[src/rtl/fft_pkg.sv]
// Shared FFT definitions: sequencer state encoding and width helpers.
package fft_pkg;

  localparam int FFT_STATE_W = 2;

  typedef logic [FFT_STATE_W-1:0] fft_state_t;

  localparam fft_state_t FFT_IDLE  = 2'd0;
  localparam fft_state_t FFT_RUN   = 2'd1;
  localparam fft_state_t FFT_DRAIN = 2'd2;

  // Width of a field holding 0..n-1; never narrower than one bit.
  function automatic int fft_width(input int n);
    return (n > 1) ? $clog2(n) : 1;
  endfunction

endpackage

[src/rtl/twiddle_addr_gen.sv]
// Radix-2 DIT butterfly sequencer: presents data index pairs and drives the
// twiddle ROM address so the ROM output lines up with the presented butterfly.
//
// state     | meaning
// ----------+----------------------------------------------------------
// FFT_IDLE  | waiting for start; issue and present slots empty
// FFT_RUN   | issue slot walking stages/butterflies into present slot
// FFT_DRAIN | last butterfly presented, waiting for it to be accepted
module twiddle_addr_gen
  import fft_pkg::*;
#(
  parameter int N = 16,
  localparam int S = $clog2(N),
  localparam int W = $clog2(N),
  localparam int SW = fft_width(S)
) (
  input  logic          clk,
  input  logic          rst_n,
  input  logic          start,
  input  logic          ready,
  output logic [W-1:0]  read_address,
  output logic          bf_valid,
  output logic [W-1:0]  bf_idx_a,
  output logic [W-1:0]  bf_idx_b,
  output logic [SW-1:0] bf_stage,
  output logic          busy,
  output logic          done
);

  localparam logic [SW-1:0] S_LAST = SW'(S - 1);
  localparam logic [W-2:0]  J_LAST = '1;

  fft_state_t    state;
  logic [SW-1:0] s_cnt;
  logic [W-2:0]  j_cnt;
  logic          issue_valid;
  logic          en;
  logic          accept;
  logic          last_issue;
  logic [W-1:0]  j_ext, half, p_val, g_val;
  logic [W-1:0]  iss_a, iss_b, iss_k;
  logic [W-1:0]  bf_k;

  always_comb begin
    j_ext = W'(j_cnt);
    half  = W'(1) << s_cnt;
    p_val = j_ext & (half - W'(1));
    g_val = j_ext >> s_cnt;
    iss_a = ((g_val << s_cnt) << 1) | p_val;
    iss_b = iss_a | half;
    iss_k = p_val << (S_LAST - s_cnt);
  end

  assign en         = ready | ~bf_valid;
  assign accept     = (state == FFT_IDLE) && start && !done;
  assign last_issue = issue_valid && (s_cnt == S_LAST) && (j_cnt == J_LAST);

  // Address the entry that will be presented next cycle, so the ROM's
  // one-cycle latency lands on the same cycle as the bf_* registers.
  assign read_address = en ? (issue_valid ? iss_k : '0) : bf_k;

  always_ff @(posedge clk or negedge rst_n) begin
    if (!rst_n) begin
      state <= FFT_IDLE;
      busy  <= 1'b0;
      done  <= 1'b0;
    end else begin
      done <= 1'b0;
      case (state)
        FFT_IDLE: begin
          if (accept) begin
            state <= FFT_RUN;
            busy  <= 1'b1;
          end
        end
        FFT_RUN: begin
          if (en && last_issue) state <= FFT_DRAIN;
        end
        FFT_DRAIN: begin
          if (bf_valid && ready) begin
            state <= FFT_IDLE;
            busy  <= 1'b0;
            done  <= 1'b1;
          end
        end
        default: begin
          state <= FFT_IDLE;
          busy  <= 1'b0;
        end
      endcase
    end
  end

  always_ff @(posedge clk or negedge rst_n) begin
    if (!rst_n) begin
      s_cnt       <= '0;
      j_cnt       <= '0;
      issue_valid <= 1'b0;
      bf_valid    <= 1'b0;
      bf_idx_a    <= '0;
      bf_idx_b    <= '0;
      bf_stage    <= '0;
      bf_k        <= '0;
    end else begin
      if (en) begin
        bf_valid <= issue_valid;
        if (issue_valid) begin
          bf_idx_a <= iss_a;
          bf_idx_b <= iss_b;
          bf_stage <= s_cnt;
          bf_k     <= iss_k;
          if (last_issue) begin
            issue_valid <= 1'b0;
            s_cnt       <= '0;
            j_cnt       <= '0;
          end else begin
            j_cnt <= j_cnt + 1'b1;
            if (j_cnt == J_LAST) s_cnt <= s_cnt + 1'b1;
          end
        end
      end
      if (accept) begin
        issue_valid <= 1'b1;
        s_cnt       <= '0;
        j_cnt       <= '0;
      end
    end
  end

endmodule

[config.mk]
export PLATFORM = sky130hd
export DESIGN_NAME = twiddle_addr_gen
export DESIGN_NICKNAME = d
export VERILOG_FILES = /design/src/rtl/fft_pkg.sv /design/src/rtl/twiddle_addr_gen.sv
export SDC_FILE = /design/constraint.sdc
export NUM_CORES = 1
export LEC_CHECK = 0
export CORE_MARGIN = 1.5
export CORE_UTILIZATION = 40
export CTS_BUF_LIST = sky130_fd_sc_hd__clkbuf_4 sky130_fd_sc_hd__clkbuf_8
export DETAILED_ROUTE_END_ITERATION = 6
export GPL_ROUTABILITY_DRIVEN = 0
export HOLD_SLACK_MARGIN = 0.03
export SLEW_MARGIN = 20
export SYNTH_ARGS = -nofsm -noshare
export SYNTH_HDL_FRONTEND = slang
export SYNTH_SLANG_ARGS = --single-unit
[constraint.sdc]
create_clock -name clk -period 5.1 [get_ports clk]
set_input_delay 1.02 -clock clk [delete_from_list [all_inputs] [get_ports clk]]
set_output_delay 1.02 -clock clk [all_outputs]
set_load 0.1 [all_outputs]
==> insert_results.sql, run 1 <==
INSERT INTO impl_metrics (metric_group, metric, value, unit) VALUES
('synth', 'ys.warnings.count', '0', ''),
('floorplanning', 'design.die.area', '3370', 'sq um'),
('worst_setup_path', 'critical_path.max_fanout', '27', ''),
('route', 'avgViaCountPerCell', '5.31', ''),
('sta', 'grt_setup_unrepaired', 'false', ''),
('route', 'vias', '918', ''),
('global_route', 'globalRouteTotalUtil', '15.6', '%'),
('clock_tree', 'cts_made_buffers', '3', ''),
('worst_setup_path', 'worst_r2r_startpoint', 's_cnt[0]$_DFFE_PN0P_', ''),
('clock_tree', 'numClockSinks', '25', ''),
('hold_path', 'min-delay-start', 'bf_idx_a[0]$_DFFE_PN0P_', ''),
('route', 'drc_markers', '0', ''),
('hold_path', 'hp-class', 'flip-flop to flip-flop', ''),
('worst_setup_path', 'worstReg2RegEnd', 'bf_k[3]$_DFFE_PN0P_', ''),
('floorplanning', 'die_x', '58.0', 'microns'),
('worst_setup_path', 'signal_arrival_time_at_the_worst_endpoint', '2.55', 'ns'),
('route', 'drtPass1Iterations', '6', ''),
('route', 'finalWirelength', '2.30', 'mm'),
('finish', 'area_growth_from_synthesis_to_final_layout', '20.1', '%'),
('synth', 'synth_area', '1210', 'sq um'),
('sta', 'max_clock_freq', '280', 'MHz'),
('synth', 'synth_nets', '130', ''),
('sta', 'worst_slew_pin_slew', '0.972', 'ns'),
('worst_setup_path', 'r2r_setup_slack', '3.22', 'ns'),
('worst_setup_path', 'timing.critical_path.slowest_cell_delay', '0.50', 'ns'),
('sta', 'fin_setup_tns', '0', 'ns'),
('clock_tree', 'cts_max_path_buffers', '2', ''),
('global_route', 'grt_pass1_wl', '4.06', 'mm'),
('global_route', 'grt_overflow_total', '0', ''),
('clock_tree', 'clock_tree.root_cell', 'clkbuf_4', ''),
('synth', 'synth.avg_cell_area', '10.1', 'sq um'),
('hold_path', 'holdPathEnd', 'bf_idx_a[0]$_DFFE_PN0P_', ''),
('finish', 'nets_final', '153', ''),
('finish', 'antenna_cells_inserted', '0', ''),
('worst_setup_path', 'worstSetupPathType', 'primary input to output port', ''),
('global_route', 'grt_max_degree', '28', ''),
('worst_setup_path', 'crit_path_cell_trace', 'clkdlybuf4s50_1 -> nand2b_2 -> nand2_4 -> nor3_1 -> a21o_1 -> buf_4', ''),
('sta', 'setup-violations-final', '0', ''),
('clock_tree', 'post_cts_resize_count', '0', ''),
('sta', 'drv_slew', '0', ''),
('route', 'drt_iter0_markers', '23', ''),
('hold_path', 'hold_depth', '2', ''),
('placed_design', 'port-buffer-count', '20', ''),
('global_route', 'antenna_found_initial', '0', ''),
('global_route', 'first_global_vias', '912', ''),
('sta', 'post_route_fraction_of_the_period_consumed_by_the_critical_path', '70.1', '%'),
('route', 'detail_route.wl_per_cell', '13.3', 'microns'),
('synth', 'postSynthRegisterBits', '25', ''),
('synth', 'synthesis.instances', '120', ''),
('clock_tree', 'htree_levels', '1', ''),
('floorplanning', 'fp-row-count', '19', ''),
('worst_setup_path', 'worst_ep_required_time', '4.08', 'ns'),
('run_status', 'outcome', 'completed', ''),
('floorplanning', 'ioPinCount', '21', ''),
('worst_setup_path', 'rr_worst_depth', '6', ''),
('floorplanning', 'core_area', '2810', 'sq um'),
('worst_setup_path', 'worstSetupStartpointType', 'primary input', ''),
('clock_tree', 'tritoncts_clock_tree', 'done', ''),
('sta', 'finClkSkew', '0.00172', 'ns'),
('worst_setup_path', 'crit_slowest_cell', 'clkdlybuf4s50_1', ''),
('placed_design', 'place.detailed.hpwl', '1.77', 'mm'),
('clock_tree', 'cts_post_setup_buffers_inserted', '0', ''),
('worst_setup_path', 'end_kind', 'output port', ''),
('clock_tree', 'cts_hold_buf', '0', ''),
('floorplanning', 'die_y', '58.0', 'microns'),
('finish', 'final_layout_size_suffix_gt1_share', '11.3', '%'),
('sta', 'timing.max_slew.rel_slack', '35.0', '%'),
('clock_tree', 'clk_pin_slew_worst_paths', '0.14', 'ns'),
('sta', 'clock_period_minus_final_worst_setup_slack', '3.57', 'ns'),
('flow_run', 'max_cap_violations', '0', ''),
('synth', 'unique_cell_type_count_in_the_yosys_netlist', '33', ''),
('synth', 'ys_seq_area_share', '51.7', '%'),
('sta', 'timing_hold_violations_final', '0', ''),
('route', 'route.antenna.remaining_nets', '0', ''),
('clock_tree', 'clk-insertion-delay-late', '0.32', 'ns'),
('floorplanning', 'start_util', '43.2', '%');
-- per-layer routing --
layer | GRT usage (%) | part of all wire [%] | vias up
met3 | 2.01 | 2.8 | 2
met1 | 20.4 | 48 | 443
met4 | 5.98 | 0.43 | 0
li1 | - | - | 461
met5 | 0 | 0 | -
met2 | 26.5 | 49 | 12
-- layout by cell type, fill, tap and decap left out, types with 4 or more instances in the layout --
master           count
a21oi_1              7
a21o_1               4
nor2_1               6
clkdlybuf4s50_1     15
dfrtp_1             25
buf_4                4
nand2_1             26
ha_1                 6
nand3_1              4
o21ai_0              8
-- sequential cells by signal, indices dropped and copies added, names as in the netlist --
register	flops
bf_idx_a	4
bf_idx_b	4
bf_k	4
bf_stage	2
bf_valid	1
busy	1
done	1
issue_valid	1
j_cnt	3
s_cnt	2
state	2
-- critical path, delay by kind of cell --
kind,cells,cell delay [ns]
AND/OR/NAND/NOR,3,0.64
buffers and inverters,2,0.78
AO/OA/AOI/OAI,1,0.12
-- worst max path at each step --
| stage | start | to | slack, ns | cells past startpoint |
|---|---|---|---|---|
| global route | ready | read_address[0] | 1.42 | 6 |
| global placement | ready | read_address[0] | 1.56 | 6 |
| detailed placement | ready | read_address[0] | 1.52 | 6 |
| CTS | ready | read_address[0] | 1.52 | 6 |
| floorplan | ready | read_address[2] | 0.54 | 4 |
| finish | ready | read_address[0] | 1.53 | 6 |
-- cells in the mapped netlist --
cell type,number,area share (%)
dfrtp_1,25,52
a21oi_1,7,2.9
a221o_1,1,0.83
nor3b_2,1,1.0
nor3_1,2,0.83
o21ai_1,3,1.2
buf_2,2,0.83
o21a_1,1,0.62
nand3_1,4,1.7
o21bai_1,2,1.2
nand2b_1,2,1.0
and2b_4,1,0.83
a32oi_1,2,1.4
nand2b_2,1,0.72
a21o_1,4,2.5
inv_1,2,0.62
xnor2_1,1,0.72
ha_1,6,6.2
a22oi_1,1,0.62
mux2i_1,1,0.83
o211ai_1,1,0.62
nand3b_1,1,0.62
o22a_1,1,0.72
nand2_1,26,8.1
nor2_1,6,1.9
nor4b_4,1,2.0
and3_1,1,0.52
nor2_4,1,0.93
o21ai_0,8,3.3
nand4_1,2,1.0
nand2_4,1,0.93
inv_2,1,0.31
and4b_1,1,0.83
-- through the flow --
step	utilization (%)	setup WS [ns]	cell area (sq um)	hold slack, ns	instances
6_report	51.9	1.53	1460	0.494	173
5_1_grt	51.9	1.42	1460	0.521	173
3_5_place_dp	50.8	1.52	1430	0.468	169
4_1_cts	51.9	1.52	1460	0.503	173
2_1_floorplan	-	0.542	1210	0.447	120
3_3_place_gp	51.0	1.56	1430	0.461	169
-- area by class of cell --
| cell class | instances | area [sq um] |
|---|---|---|
| fillers | 269 | 1350 |
| flip-flops and latches | 25 | 626 |
| multi-input cells | 90 | 564 |
| repair buffers | 20 | 185 |
| well taps | 31 | 38.8 |
| clock buffers | 3 | 22.5 |
| inverters | 3 | 11.3 |
| clock inverters | 1 | 7.51 |
-- cell families (layout without fill, tap and decap cells) --
family / after synthesis / after routing / share of synthesized area [%]
flops: 25 / 25 / 51.7
compound gates: 31 / 31 / 16.0
buf+inv: 5 / 27 / 1.76
mux: 1 / 1 / 0.826
fa+ha+maj: 6 / 6 / 6.20
xor+xnor: 1 / 1 / 0.723
simple gates: 51 / 51 / 22.8
Power of run 1 is not shown: default switching activity piles up to over one toggle a cycle in this logic, so the estimate is an artifact.
==> inputs of run 2 (changes only) <==
PLACE_DENSITY = 0.66   (was unset)
clock period = 2.9 ns   (was 5.1 ns; I/O delays follow)
==> run 2 against run 1 <==
Routed wire length increased by 4.9%. Register-to-register slack got worse by 2.1 ns. Cell count increased by 1.2%. Count of clock-buffer cells in the layout increased by 1. Non-clock buffer count increased by 2. Core utilization increased by 1.8 points. First-iteration DRC count increased by 48%. Critical path depth increased by 1. Via count increased by 4.9%. Cell area increased by 3.5%. Clock skew increased by 0.0030 ns. Critical path type is now flip-flop to output port. Critical endpoint is now read_address[3].
==> insert_results.sql, run 2 (synthesis results as in run 1) <==
INSERT INTO impl_metrics (metric_group, metric, value, unit) VALUES
('global_route', 'grt_pass1_wl', '4.08', 'mm'),
('finish', 'final_layout_size_suffix_gt1_share', '23.6', '%'),
('global_route', 'antenna_found_initial', '0', ''),
('floorplanning', 'core_area', '2810', 'sq um'),
('route', 'route.antenna.remaining_nets', '0', ''),
('clock_tree', 'tritoncts_clock_tree', 'done', ''),
('finish', 'reg.largest.list', 'bf_idx_a: 4 flops, bf_idx_b: 4 flops, bf_k: 4 flops', ''),
('global_route', 'grt_overflow_total', '0', ''),
('finish', 'layout.cells.most_common', 'nand2_1', ''),
('sta', 'timing.max_slew.rel_slack', '69.2', '%'),
('worst_setup_path', 'critical_path.max_fanout', '9', ''),
('clock_tree', 'cts_made_buffers', '3', ''),
('worst_setup_path', 'timing.critical_path.slowest_cell_delay', '0.47', 'ns'),
('sta', 'max_clock_freq', '359', 'MHz'),
('sta', 'grt_setup_unrepaired', 'false', ''),
('finish', 'fin_area', '1510', 'sq um'),
('route', 'drtPass1Iterations', '6', ''),
('floorplanning', 'die_y', '58.0', 'microns'),
('worst_setup_path', 'rr_worst_depth', '6', ''),
('clock_tree', 'htree_levels', '1', ''),
('global_route', 'first_global_vias', '897', ''),
('sta', 'worst_slew_pin_slew', '0.460', 'ns'),
('clock_tree', 'post_cts_resize_count', '0', ''),
('route', 'drc_markers', '0', ''),
('floorplanning', 'fp-row-count', '19', ''),
('run_status', 'outcome', 'completed', ''),
('clock_tree', 'numClockSinks', '25', ''),
('global_route', 'grt_max_degree', '26', ''),
('sta', 'fin_setup_tns', '0', 'ns'),
('clock_tree', 'clk-insertion-delay-late', '0.31', 'ns'),
('sta', 'clock_period_minus_final_worst_setup_slack', '2.78', 'ns'),
('sta', 'setup-violations-final', '0', ''),
('route', 'detail_route.wl_per_cell', '13.8', 'microns'),
('clock_tree', 'clk_pin_slew_worst_paths', '0.13', 'ns'),
('finish', 'nets_final', '155', ''),
('global_route', 'globalRouteTotalUtil', '15.7', '%'),
('finish', 'final_cell_mix', '26 x nand2_1, 23 x dfrtp_1, 15 x buf_4', ''),
('hold_path', 'min-delay-start', 'bf_idx_a[3]$_DFFE_PN0P_', ''),
('floorplanning', 'die_x', '58.0', 'microns'),
('clock_tree', 'cts_post_setup_buffers_inserted', '0', ''),
('worst_setup_path', 'signal_arrival_time_at_the_worst_endpoint', '2.20', 'ns'),
('clock_tree', 'cts_max_path_buffers', '2', ''),
('worst_setup_path', 'worst_ep_required_time', '2.32', 'ns'),
('placed_design', 'port-buffer-count', '20', ''),
('worst_setup_path', 'worstSetupStartpointType', 'flip-flop', ''),
('hold_path', 'hp-class', 'flip-flop to flip-flop', ''),
('floorplanning', 'start_util', '43.2', '%'),
('sta', 'final.hold.worst_slack', '0.495', 'ns'),
('worst_setup_path', 'worst_r2r_startpoint', 's_cnt[0]$_DFFE_PN0P_', ''),
('route', 'vias', '963', ''),
('sta', 'drv_slew', '0', ''),
('route', 'drt_iter0_markers', '34', ''),
('worst_setup_path', 'worstReg2RegEnd', 'bf_k[3]$_DFFE_PN0P_', ''),
('clock_tree', 'cts_hold_buf', '0', ''),
('finish', 'area_growth_from_synthesis_to_final_layout', '24.4', '%'),
('flow_run', 'max_cap_violations', '0', ''),
('worst_setup_path', 'crit_path_cell_trace', 'inv_1 -> ha_1 -> xnor2_2 -> and3_1 -> a22oi_1 -> o21ai_2 -> buf_12', ''),
('sta', 'post_route_fraction_of_the_period_consumed_by_the_critical_path', '95.9', '%'),
('sta', 'timing_hold_violations_final', '0', ''),
('route', 'avgViaCountPerCell', '5.50', ''),
('finish', 'post-route-util', '53.7', '%'),
('sta', 'finClkSkew', '0.00471', 'ns'),
('placed_design', 'placedInstanceArea', '1470', 'sq um'),
('floorplanning', 'ioPinCount', '21', ''),
('worst_setup_path', 'worstSetupPathType', 'flip-flop to output port', ''),
('route', 'finalWirelength', '2.41', 'mm'),
('floorplanning', 'design.die.area', '3370', 'sq um'),
('placed_design', 'place.detailed.hpwl', '1.83', 'mm'),
('clock_tree', 'clock_tree.root_cell', 'clkbuf_4', ''),
('worst_setup_path', 'crit_slowest_cell', 'dfrtp_2', ''),
('hold_path', 'hold_depth', '2', ''),
('hold_path', 'holdPathEnd', 'bf_idx_a[3]$_DFFE_PN0P_', ''),
('finish', 'antenna_cells_inserted', '0', ''),
('worst_setup_path', 'r2r_setup_slack', '1.11', 'ns'),
('worst_setup_path', 'end_kind', 'output port', '');
-- run 2: cell count changes in the layout (fill, tap and decap cells not counted), moves of 2 or more --
cell / delta
clkdlybuf4s50_1: -12
buf_4: +11
buf_12: +4
dfrtp_1: -2
dfrtp_2: +2
-- run 2: cell type report --
cell class	instances	area, sq um
Fill cell	268	1300
Sequential cell	25	628
Multi-Input combinational cell	90	576
Timing Repair Buffer	22	223
Tap cell	31	38.8
Clock buffer	4	30.0
Inverter	3	11.3
-- run 2: how the worst max path moves through the flow --
| stage | start | to | cells past startpoint |
|---|---|---|---|
| finish | s_cnt[0]$_DFFE_PN0P_ | read_address[3] | 7 |
| floorplan | bf_valid$_DFFE_PN0P_ | read_address[2] | 4 |
| detailed placement | ready | read_address[1] | 6 |
| global route | s_cnt[0]$_DFFE_PN0P_ | read_address[3] | 7 |
| global placement | ready | read_address[1] | 6 |
| CTS | s_cnt[0]$_DFFE_PN0P_ | read_address[3] | 7 |
-- run 2: through the flow --
| step | cells | worst slack [ns] |
|---|---|---|
| after floorplan | 120 | -0.331 |
| after global placement | 171 | 0.342 |
| after detailed placement | 171 | 0.294 |
| after CTS | 175 | 0.00397 |
| after global routing | 175 | 0.0169 |
| final | 175 | 0.118 |
-- run 2: critical path: cells and delay by family (launching register included) --
family | cells | cell delay [ns]
flops | 1 | 0.47
compound gates | 2 | 0.42
buf+inv | 2 | 0.34
fa+ha+maj | 1 | 0.28
simple gates | 1 | 0.21
xor+xnor | 1 | 0.17
-- run 2: layer usage --
| metal | up-vias | global-route usage, % | wire length (microns) |
|---|---|---|---|
| met4 | 0 | 5.98 | 28 |
| met1 | 461 | 20.7 | 1100 |
| met2 | 26 | 26.1 | 1180 |
| met5 | - | 0 | 0 |
| met3 | 4 | 2.01 | 109 |
| li1 | 472 | - | - |
Power of run 2 is left out for the same reason.
==> inputs of run 3 (changes only) <==
ABC_AREA = 1   (was unset)
PLACE_DENSITY = 0.65   (was 0.66)
RECOVER_POWER = 25   (was unset)
==> run 3 against run 2 <==
Cell count is 14% higher. Register-to-register slack improved by 0.23 ns. Via count rose by 3.0%. Area after synthesis grew 1.4%. Setup slack gained 0.13 ns. Worst hold slack got worse by 0.016 ns. Fmax is 4.8% higher. Critical path type unchanged. Largest cell class unchanged.
==> insert_results.sql, run 3 <==
INSERT INTO impl_metrics (metric_group, metric, value, unit) VALUES
('clock_tree', 'htree_levels', '1', ''),
('synth', 'yosys.area.top_type', 'dfrtp_1', ''),
('global_route', 'grt_pass1_wl', '4.15', 'mm'),
('floorplanning', 'start_util', '43.4', '%'),
('sta', 'timing_hold_violations_final', '0', ''),
('floorplanning', 'die_y', '58.4', 'microns'),
('worst_setup_path', 'crit_path_cell_trace', 'inv_1 -> ha_1 -> inv_1 -> nand2_1 -> nand3_1 -> o21ai_0 -> nand2_1 -> nand2_1 -> buf_12', ''),
('finish', 'final_cell_mix', '32 x nand2_1, 23 x dfrtp_1, 21 x nor2_1', ''),
('route', 'drc_markers', '0', ''),
('synth', 'synth_async_sr_flop_share', '100', '%'),
('placed_design', 'port-buffer-count', '20', ''),
('finish', 'reg.largest.list', 'bf_idx_a: 4 flops, bf_idx_b: 4 flops, bf_k: 4 flops', ''),
('clock_tree', 'cts_made_buffers', '3', ''),
('worst_setup_path', 'worst_ep_required_time', '2.32', 'ns'),
('synth', 'synthesis.instances', '144', ''),
('worst_setup_path', 'end_kind', 'output port', ''),
('floorplanning', 'die_x', '58.4', 'microns'),
('clock_tree', 'tritoncts_clock_tree', 'done', ''),
('sta', 'worst_slew_pin_slew', '1.28', 'ns'),
('worst_setup_path', 'critical_path.max_fanout', '9', ''),
('worst_setup_path', 'worstSetupStartpointType', 'flip-flop', ''),
('global_route', 'antenna_found_initial', '0', ''),
('sta', 'timing.max_slew.rel_slack', '14.5', '%'),
('sta', 'fin_setup_tns', '0', 'ns'),
('global_route', 'first_global_vias', '980', ''),
('clock_tree', 'clock_tree.root_cell', 'clkbuf_4', ''),
('worst_setup_path', 'worst-path-buf-inv', '3', ''),
('global_route', 'globalRouteTotalUtil', '15.8', '%'),
('route', 'route.antenna.remaining_nets', '0', ''),
('synth', 'ys_seq_area_share', '50.9', '%'),
('route', 'drt_iter0_markers', '16', ''),
('worst_setup_path', 'worst_path_most_repeated_cell', 'nand2_1', ''),
('run_status', 'outcome', 'completed', ''),
('synth', 'synth_area', '1230', 'sq um'),
('sta', 'clock_period_minus_final_worst_setup_slack', '2.65', 'ns'),
('finish', 'layout.cells.most_common', 'nand2_1', ''),
('clock_tree', 'numClockSinks', '25', ''),
('synth', 'synth.avg_cell_area', '8.53', 'sq um'),
('synth', 'netlist.area_leader.share', '50.9', '%'),
('floorplanning', 'ioPinCount', '21', ''),
('floorplanning', 'core_area', '2830', 'sq um'),
('worst_setup_path', 'critical-path-top-delay-family', 'flip-flops', ''),
('sta', 'post_route_fraction_of_the_period_consumed_by_the_critical_path', '91.5', '%'),
('sta', 'setup-violations-final', '0', ''),
('sta', 'finClkSkew', '0.00258', 'ns'),
('synth', 'postSynthRegisterBits', '25', ''),
('placed_design', 'place_inst', '195', ''),
('clock_tree', 'clk_pin_slew_worst_paths', '0.13', 'ns'),
('synth', 'ys.warnings.count', '0', ''),
('worst_setup_path', 'signal_arrival_time_at_the_worst_endpoint', '2.07', 'ns'),
('finish', 'final_cells', '199', ''),
('worst_setup_path', 'crit_slowest_cell', 'dfrtp_2', ''),
('synth', 'post-synth-top-count-cell', 'nand2_1', ''),
('clock_tree', 'clk-insertion-delay-late', '0.33', 'ns'),
('sta', 'drv_slew', '0', ''),
('synth', 'synth-main-ff-cell', 'dfrtp_1', ''),
('finish', 'antenna_cells_inserted', '0', ''),
('route', 'finalWirelength', '2.37', 'mm'),
('route', 'drtPass1Iterations', '4', ''),
('floorplanning', 'fp-row-count', '19', ''),
('synth', 'synth_area_leaders', 'dfrtp_1 51%, nand2_1 9.8%, nor2_1 6.4%', ''),
('route', 'vias', '992', ''),
('synth', 'unique_cell_type_count_in_the_yosys_netlist', '19', ''),
('global_route', 'grt_overflow_total', '0', ''),
('finish', 'final_layout_size_suffix_gt1_share', '18.5', '%'),
('clock_tree', 'cts_max_path_buffers', '2', ''),
('finish', 'layout.filler_cells', '277', ''),
('placed_design', 'place.detailed.hpwl', '1.80', 'mm'),
('flow_run', 'max_cap_violations', '0', ''),
('synth', 'synth_nets', '154', ''),
('sta', 'grt_setup_unrepaired', 'false', ''),
('synth', 'yosys-top-cells-count', '32 x nand2_1, 25 x dfrtp_1, 21 x nor2_1', ''),
('worst_setup_path', 'worstSetupPathType', 'flip-flop to output port', ''),
('worst_setup_path', 'timing.critical_path.slowest_cell_delay', '0.50', 'ns'),
('global_route', 'grt_max_degree', '26', ''),
('finish', 'area_growth_from_synthesis_to_final_layout', '21.8', '%'),
('hold_path', 'hp-class', 'flip-flop to flip-flop', ''),
('sta', 'max_clock_freq', '377', 'MHz'),
('synth', 'number_of_enable_type_register_cells_in_the_synthesized_netlist', '0', ''),
('floorplanning', 'design.die.area', '3410', 'sq um'),
('finish', 'nets_final', '179', ''),
('worst_setup_path', 'r2r_setup_slack', '1.34', 'ns'),
('route', 'detail_route.wl_per_cell', '11.9', 'microns'),
('route', 'avgViaCountPerCell', '4.98', '');
-- run 3: changes by cell type after synthesis, sizes merged, moves of 2 or more --
cell / change
o21ai: +2
o21bai: -2
a32oi: -2
nand2: +6
inv: +14
a31oi: +3
a21o: -4
nand2b: -3
nor2: +16
nand3: +3
-- run 3: layout make-up --
cell class              count  area (sq um)  area share, %
flip-flops and latches     25           628           42.0
multi-input cells         100           517           34.5
well taps                  31          38.8           2.59
inverters                  17          63.8           4.26
clock buffers               4          30.0           2.01
repair buffers             22           219           14.6
-- run 3: through the flow --
step	hold slack (ns)	util, %	setup WS (ns)	cell area (sq um)
3_3_place_gp	0.450	51.9	0.366	1470
5_1_grt	0.501	52.9	0.0836	1500
4_1_cts	0.477	52.9	0.157	1500
2_1_floorplan	0.284	-	-0.416	1230
6_report	0.479	52.9	0.246	1500
3_5_place_dp	0.456	51.9	0.339	1470
-- run 3: path summary, 6_finish.rpt --
| kind | cells past startpoint | endpoint | start |
|---|---|---|---|
| worst max-delay path | 9 | read_address[2] | s_cnt[0]$_DFFE_PN0P_ |
| worst min-delay path | 1 | done$_DFF_PN0_ | state[0]$_DFFE_PN0P_ |
| worst max register to register | 8 | bf_k[2]$_DFFE_PN0P_ | s_cnt[0]$_DFFE_PN0P_ |
| worst min register to register | 1 | done$_DFF_PN0_ | state[0]$_DFFE_PN0P_ |
| max in group asynchronous | 2 | s_cnt[1]$_DFFE_PN0P_ | rst_n |
| min in group asynchronous | 2 | bf_idx_a[1]$_DFFE_PN0P_ | rst_n |
-- run 3: per-layer routing --
| layer | vias to the layer above | global-route usage, % | wire, microns |
|---|---|---|---|
| li1 | 516 | - | - |
| met3 | 5 | 1.98 | 85 |
| met5 | - | 0 | 0 |
| met1 | 453 | 19.9 | 1120 |
| met4 | 0 | 6.98 | 58 |
| met2 | 18 | 27.0 | 1110 |
-- run 3: repair_timing --
action / CTS / global route
hold buffers: 0 / 0
setup buffers: 0 / 0
endpoints found under the setup margin: 0 / 2
resized for setup: 0 / 2
-- run 3: kinds of logic after synthesis --
logic type	synth area share, %
and+or+nand+nor	24.2
AOI/OAI and AO/OA	11.7
DFF	50.9
buffers and inverters	7.03
adders and majority gates	6.11
Power of run 3 is left out for the same reason.
==> edit 1: new RTL, settings of run 2 <==
Make the reset (`rst_n`) synchronous in 2 clocked blocks.
--- a/src/rtl/twiddle_addr_gen.sv
+++ b/src/rtl/twiddle_addr_gen.sv
@@ -59,7 +59,7 @@
   // one-cycle latency lands on the same cycle as the bf_* registers.
   assign read_address = en ? (issue_valid ? iss_k : '0) : bf_k;
 
-  always_ff @(posedge clk or negedge rst_n) begin
+  always_ff @(posedge clk) begin
     if (!rst_n) begin
       state <= FFT_IDLE;
       busy  <= 1'b0;
@@ -91,7 +91,7 @@
     end
   end
 
-  always_ff @(posedge clk or negedge rst_n) begin
+  always_ff @(posedge clk) begin
     if (!rst_n) begin
       s_cnt       <= '0;
       j_cnt       <= '0;
Formal check against the unedited RTL: differs if rst_n is asserted again (counterexample within 4 cycles, from zero or initial values and one cycle with rst_n low); with rst_n held inactive, the same outputs for 10 cycles.
==> edit 1 against run 2 <==
  * Count of clock-buffer cells in the layout decreased by 1
  * Sequential cell count stayed put
  * Routed wire length up 0.95%
  * Highest routed layer unchanged
  * Setup slack better by 0.15 ns
  * Critical path type unchanged
  * Synthesized cell count up 10%
  * Global-route usage up 0.15 points
  * Sequential share of layout area is 7.3 points lower
  * Design area is 3.4% lower
  * Area after synthesis fell by 3.2%
==> edit 1: results (changes against run 2) <==
- First-pass GRT wire length: 4.11 mm (+0.69%)
- Pre-antenna DRT Iters: 5 (-1)
- Crit-path slowest cell: dfxtp_1
- Nets@finish: 165 (+6.5%)
- Arr. time, crit path: 2.05 ns (-0.15 ns)
- Max Clock Skew: 0.00353 ns (-0.00118 ns)
- Biggest regs: bf_idx_a x4, bf_idx_b x4, bf_k x4
- Crit Path Max Fanout: 11 (+2)
- Via-to-Cell Ratio: 5.39 (-2.0%)
- Commonest cells in the netlist: 25 x dfxtp_1, 20 x nand2_1, 10 x a21oi_1
- Max layer used: met4
- Number of global-route vias before repair: 937 (+4.5%)
- DR WL met2: 1.19 mm (+0.85%)
- Mapped Nets: 142 (+9.2%)
- GRT Overall Usage: 15.8% (+0.15 points)
- Starting DRT DRC Count: 11 (-68%)
- EDFF count, synth: 0 (unchanged)
- Layout cells sized above 1: 22.1% (-1.5 points)
- Status: finished clean
- Antenna Cells: 0 (unchanged)
- Worst-path clk slew: 0.14 ns
- Delay-heaviest family, CP: compound AO/OA/AOI/OAI gates
- Synth async-reset ratio: 0% (-100 points)
- Worst-skew pair later-pin latency: 0.31 ns (about the same)
- Postcts setup bufs: 0 (unchanged)
- Synth Warn #: 0 (unchanged)
- Clock root cell: clkbuf_4
- Detail Placement HPWL: 1.79 mm (-2.0%)
- Initial antenna violation count: 0 (unchanged)
- Critical path's largest stage delay: 0.34 ns (-0.13 ns)
- H-tree levels: 1 (unchanged)
- CTS max path bufs: 2 (unchanged)
- IO buf count: 20 (unchanged)
- HP Class: reg2reg
- Final Instance Count excl. Fillers: 185 (+5.7%)
- Cts repair resizes: 0 (unchanged)
- Syn_area_per_cell: 8.88 um^2 (-12%)
- TritonCTS buffer count: 3 (unchanged)
- Top cells by area, synth: dfxtp_1 43%, ha_1 6.4%, nand2_1 6.4%, a21boi_1 5.8%, a21oi_1 4.3%
- Largest net degree at the start of global routing: 22 (-15%)
- WL met3: 69 um (-37%)
- Slew headroom: 54.7% (-15 points)
- Overall routed net length: 2.44 mm (+0.95%)
- Leakage: 0.602 nW
- Dpl cells: 181 (+5.8%)
- Number of distinct library cells after synthesis: 38 (+15%)
- M1 WL: 1.16 mm (+6.0%)
- Sequential area share after synthesis: 42.7% (-9.0 points)
- Worst vdd ir: 0.322 mV
## edit 1: routing by layer
layer | global-route usage [%] | vias up
met2 | 28.4 | 13
met5 | 0 | -
met4 | 5.98 | 0
li1 | - | 512
met3 | 2.04 | 2
met1 | 19.1 | 471
## edit 1: cell families (layout without fill, tap and decap cells)
kind of cell	count (synthesis)	count (layout)	synth area share, %
flip-flops	25	25	42.7
adder cells (fa/ha/maj)	6	6	6.40
AO/OA/AOI/OAI	42	42	24.2
AND/OR/NAND/NOR	48	48	22.2
buffers and inverters	10	32	3.74
XOR/XNOR	1	1	0.747
## edit 1: worst reg2reg max path: stages, from the launching register on
cell	delay, ns
dfxtp_1	0.48
ha_1	0.20
ha_1	0.21
nand3_2	0.13
or3b_1	0.41
a21oi_2	0.13
## edit 1: cell type report
class	count	area, um^2
fillers	266	1300
multi-input cells	97	632
flip-flops and latches	25	500
repair buffers	25	245
well taps	31	38.8
clock buffers	3	22.5
inverters	3	11.3
clock inverters	1	5.00
## edit 1: worst paths after layout
check	startpoint	end	slack, ns	depth (start not counted)
hold / removal	bf_idx_a[3]	bf_idx_a[3]	0.46	2
setup reg to reg	j_cnt[1]	s_cnt[1]	1.28	5
setup / recovery	s_cnt[0]	read_address[3]	0.27	7
hold reg to reg	bf_idx_a[3]	bf_idx_a[3]	0.46	2
## edit 1: through the flow
stage	area, um^2	power [mW]	setup WS, ns
global route	1460	0.705	0.0589
detailed placement	1430	0.525	0.406
CTS	1460	0.682	0.257
finish	1460	0.674	0.267
floorplan	1180	0.489	0.188
global placement	1430	0.523	0.434
## edit 1: power breakdown
group          switching (mW)  internal, mW
Combinational           0.106        0.0406
Sequential             0.0112         0.359
Clock                   0.105        0.0516
Total                   0.223         0.451
==> edit 2: new RTL, flow settings as in run 2 <==
Made on the original files. Change the parameter `N` from 16 to 32.
--- a/src/rtl/twiddle_addr_gen.sv
+++ b/src/rtl/twiddle_addr_gen.sv
@@ -9,7 +9,7 @@
 module twiddle_addr_gen
   import fft_pkg::*;
 #(
-  parameter int N = 16,
+  parameter int N = 32,
   localparam int S = $clog2(N),
   localparam int W = $clog2(N),
   localparam int SW = fft_width(S)
Ports: changed (resized bf_idx_a, bf_idx_b, bf_stage and read_address); port bits go from 21 to 25. The function was not compared with the original's and may differ.
==> edit 2 against run 2 <==
  * Die area up 37%
  * Highest routed layer unchanged
  * Critical endpoint is now read_address[4]
  * Design area grew 55%
  * Area after synthesis rose by 40%
  * Global-route usage up 6.2 points
  * Routed wire length rose by 80%
  * Clock skew rose by 0.0016 ns
  * Critical path depth is 2 higher
  * Sequential cell count is 6 higher
  * Setup slack got worse by 0.089 ns
==> edit 2: results (changes against run 2) <==
- Status: finished clean
- Synth async-reset ratio: 100% (unchanged)
- Commonest cells in the netlist: 31 x dfrtp_1, 31 x nand2_1, 15 x o21ai_0
- Biggest regs: bf_idx_a x5, bf_idx_b x5, bf_k x5
- Top cells by area, synth: dfrtp_1 46%, nand2_1 6.9%, ha_1 5.9%, o21ai_0 4.4%, nand3_1 2.7%
- Final core utilization: 58.1% (+4.4 points)
- Arr. time, crit path: 2.29 ns (+0.09 ns)
- Delay-heaviest family, CP: compound AO/OA/AOI/OAI gates
- Nets@finish: 238 (+54%)
- Clock root cell: clkbuf_8
- Worst-path clk slew: 0.07 ns (-0.06 ns)
- Crit-path slowest cell: dfrtp_1
- Mapped Nets: 198 (+52%)
- Dpl ws: 0.138 ns (-0.156 ns)
- IO buf count: 24 (+20%)
- Syn Inst Count: 186 (+55%)
- GRT Overall Usage: 21.9% (+6.2 points)
- HP Class: reg2reg
- Via count: 1550 (+61%)
- Worst-skew pair later-pin latency: 0.29 ns (-0.02 ns)
- Starting DRT DRC Count: 73 (+110%)
- Initial antenna violation count: 0 (unchanged)
- # fillers: 364 (+36%)
- Leakage: 1.03 nW
- Slew @ Worst Pin: 0.362 ns (-0.0980 ns)
- Instance area at placement: 2080 um^2 (+42%)
- Top FF cell, synth: dfrtp_1
- Dpl cells: 264 (+54%)
- Sequential area share after synthesis: 45.9% (-5.8 points)
- Layout cells sized above 1: 32.3% (+8.7 points)
- CTS max path bufs: 2 (unchanged)
- Crit Path Max Fanout: 8 (-1)
- Final Instance Count excl. Fillers: 276 (+58%)
- Synth Warn #: 0 (unchanged)
- Worst vdd ir: 0.304 mV
- Detail Placement HPWL: 3.02 mm (+65%)
- Routed length per instance: 15.8 um (+14%)
- Critical path's largest stage delay: 0.41 ns (-0.06 ns)
- Pre-antenna DRT Iters: 4 (-2)
- TritonCTS buffer count: 5 (+2)
- First-pass GRT wire length: 7.40 mm (+81%)
- Number of distinct library cells after synthesis: 47 (+42%)
- Antenna Cells: 0 (unchanged)
- H-tree levels: 2 (+1)
- Max Clock Skew: 0.00632 ns (+0.00161 ns)
- Number of global-route vias before repair: 1533 (+71%)
- Largest net degree at the start of global routing: 32 (+23%)
-- edit 2: cell types whose count changed in the layout (fill, tap and decap cells not counted), sizes merged, moves of 3 or more --
cell   before  now
buf        19   40
dfrtp      25   31
inv         3    7
nand2      27   31
nand3       4    9
nor2        7   11
nor2b       0    3
nor3        2    5
o21ai      11   15
or3         0    3
-- edit 2: metrics by stage --
stage          total power, mW  hold slack (ns)  TNS, ns
3_5_place_dp              1.50            0.469        0
5_1_grt                   2.07            0.503  -0.0378
4_1_cts                   1.93            0.483        0
3_3_place_gp              1.48            0.461        0
6_report                  1.96            0.482        0
2_1_floorplan             1.27            0.284   -0.230
-- edit 2: worst paths after layout --
kind | startpoint | slack [ns] | depth (start not counted) | to
worst max register to register | s_cnt[0] | 0.97 | 8 | bf_k[4]
min in group asynchronous | rst_n | 0.69 | 2 | j_cnt[2]
worst min-delay path | bf_idx_b[4] | 0.48 | 2 | bf_idx_b[4]
max in group asynchronous | rst_n | 1.93 | 2 | bf_k[3]
worst min register to register | bf_idx_b[4] | 0.48 | 2 | bf_idx_b[4]
worst max-delay path | s_cnt[0] | 0.03 | 9 | read_address[4]
-- edit 2: timing repair --
action                                  in CTS  in global routing
endpoints found under the setup margin       3                  3
resized for setup                           17                 11
pin swaps                                    2                  5
buffers inserted                             5                  0
-- edit 2: area by class of cell --
| cell class | instances | share of cell area (%) |
|---|---|---|
| clock inverter | 1 | 0.214 |
| clock buffer | 6 | 3.53 |
| multi-input combinational | 137 | 41.6 |
| sequential | 31 | 33.2 |
| timing repair buffer | 43 | 17.6 |
| inverter | 8 | 1.28 |
| tap | 50 | 2.67 |
-- edit 2: kinds of logic (layout without fill, tap and decap cells) --
| kind of cell | count (synthesis) | in the layout | share of synthesized area, % |
|---|---|---|---|
| adder cells (fa/ha/maj) | 8 | 8 | 5.92 |
| buffers and inverters | 18 | 58 | 4.59 |
| AO/OA/AOI/OAI | 50 | 50 | 20.1 |
| multiplexers | 2 | 2 | 1.26 |
| flip-flops | 31 | 31 | 45.9 |
| AND/OR/NAND/NOR | 74 | 74 | 20.7 |
| XOR/XNOR | 3 | 3 | 1.55 |
-- edit 2: per-layer routing --
| layer | vias to the layer above | wire length, um | part of all wire (%) | global-route usage, % |
|---|---|---|---|---|
| li1 | 737 | - | - | - |
| met1 | 757 | 1920 | 44 | 28.0 |
| met2 | 46 | 2100 | 48 | 35.2 |
| met3 | 10 | 243 | 5.6 | 4.93 |
| met4 | 0 | 84 | 1.9 | 9.75 |
| met5 | - | 0 | 0 | 0 |
-- edit 2: power breakdown --
| part | leakage (nW) | internal (mW) | total (mW) | switching [mW] |
|---|---|---|---|---|
| registers | 0.391 | 0.518 | 0.623 | 0.105 |
| clock network | 0.0470 | 0.186 | 0.350 | 0.164 |
| logic | 0.595 | 0.310 | 0.992 | 0.682 |
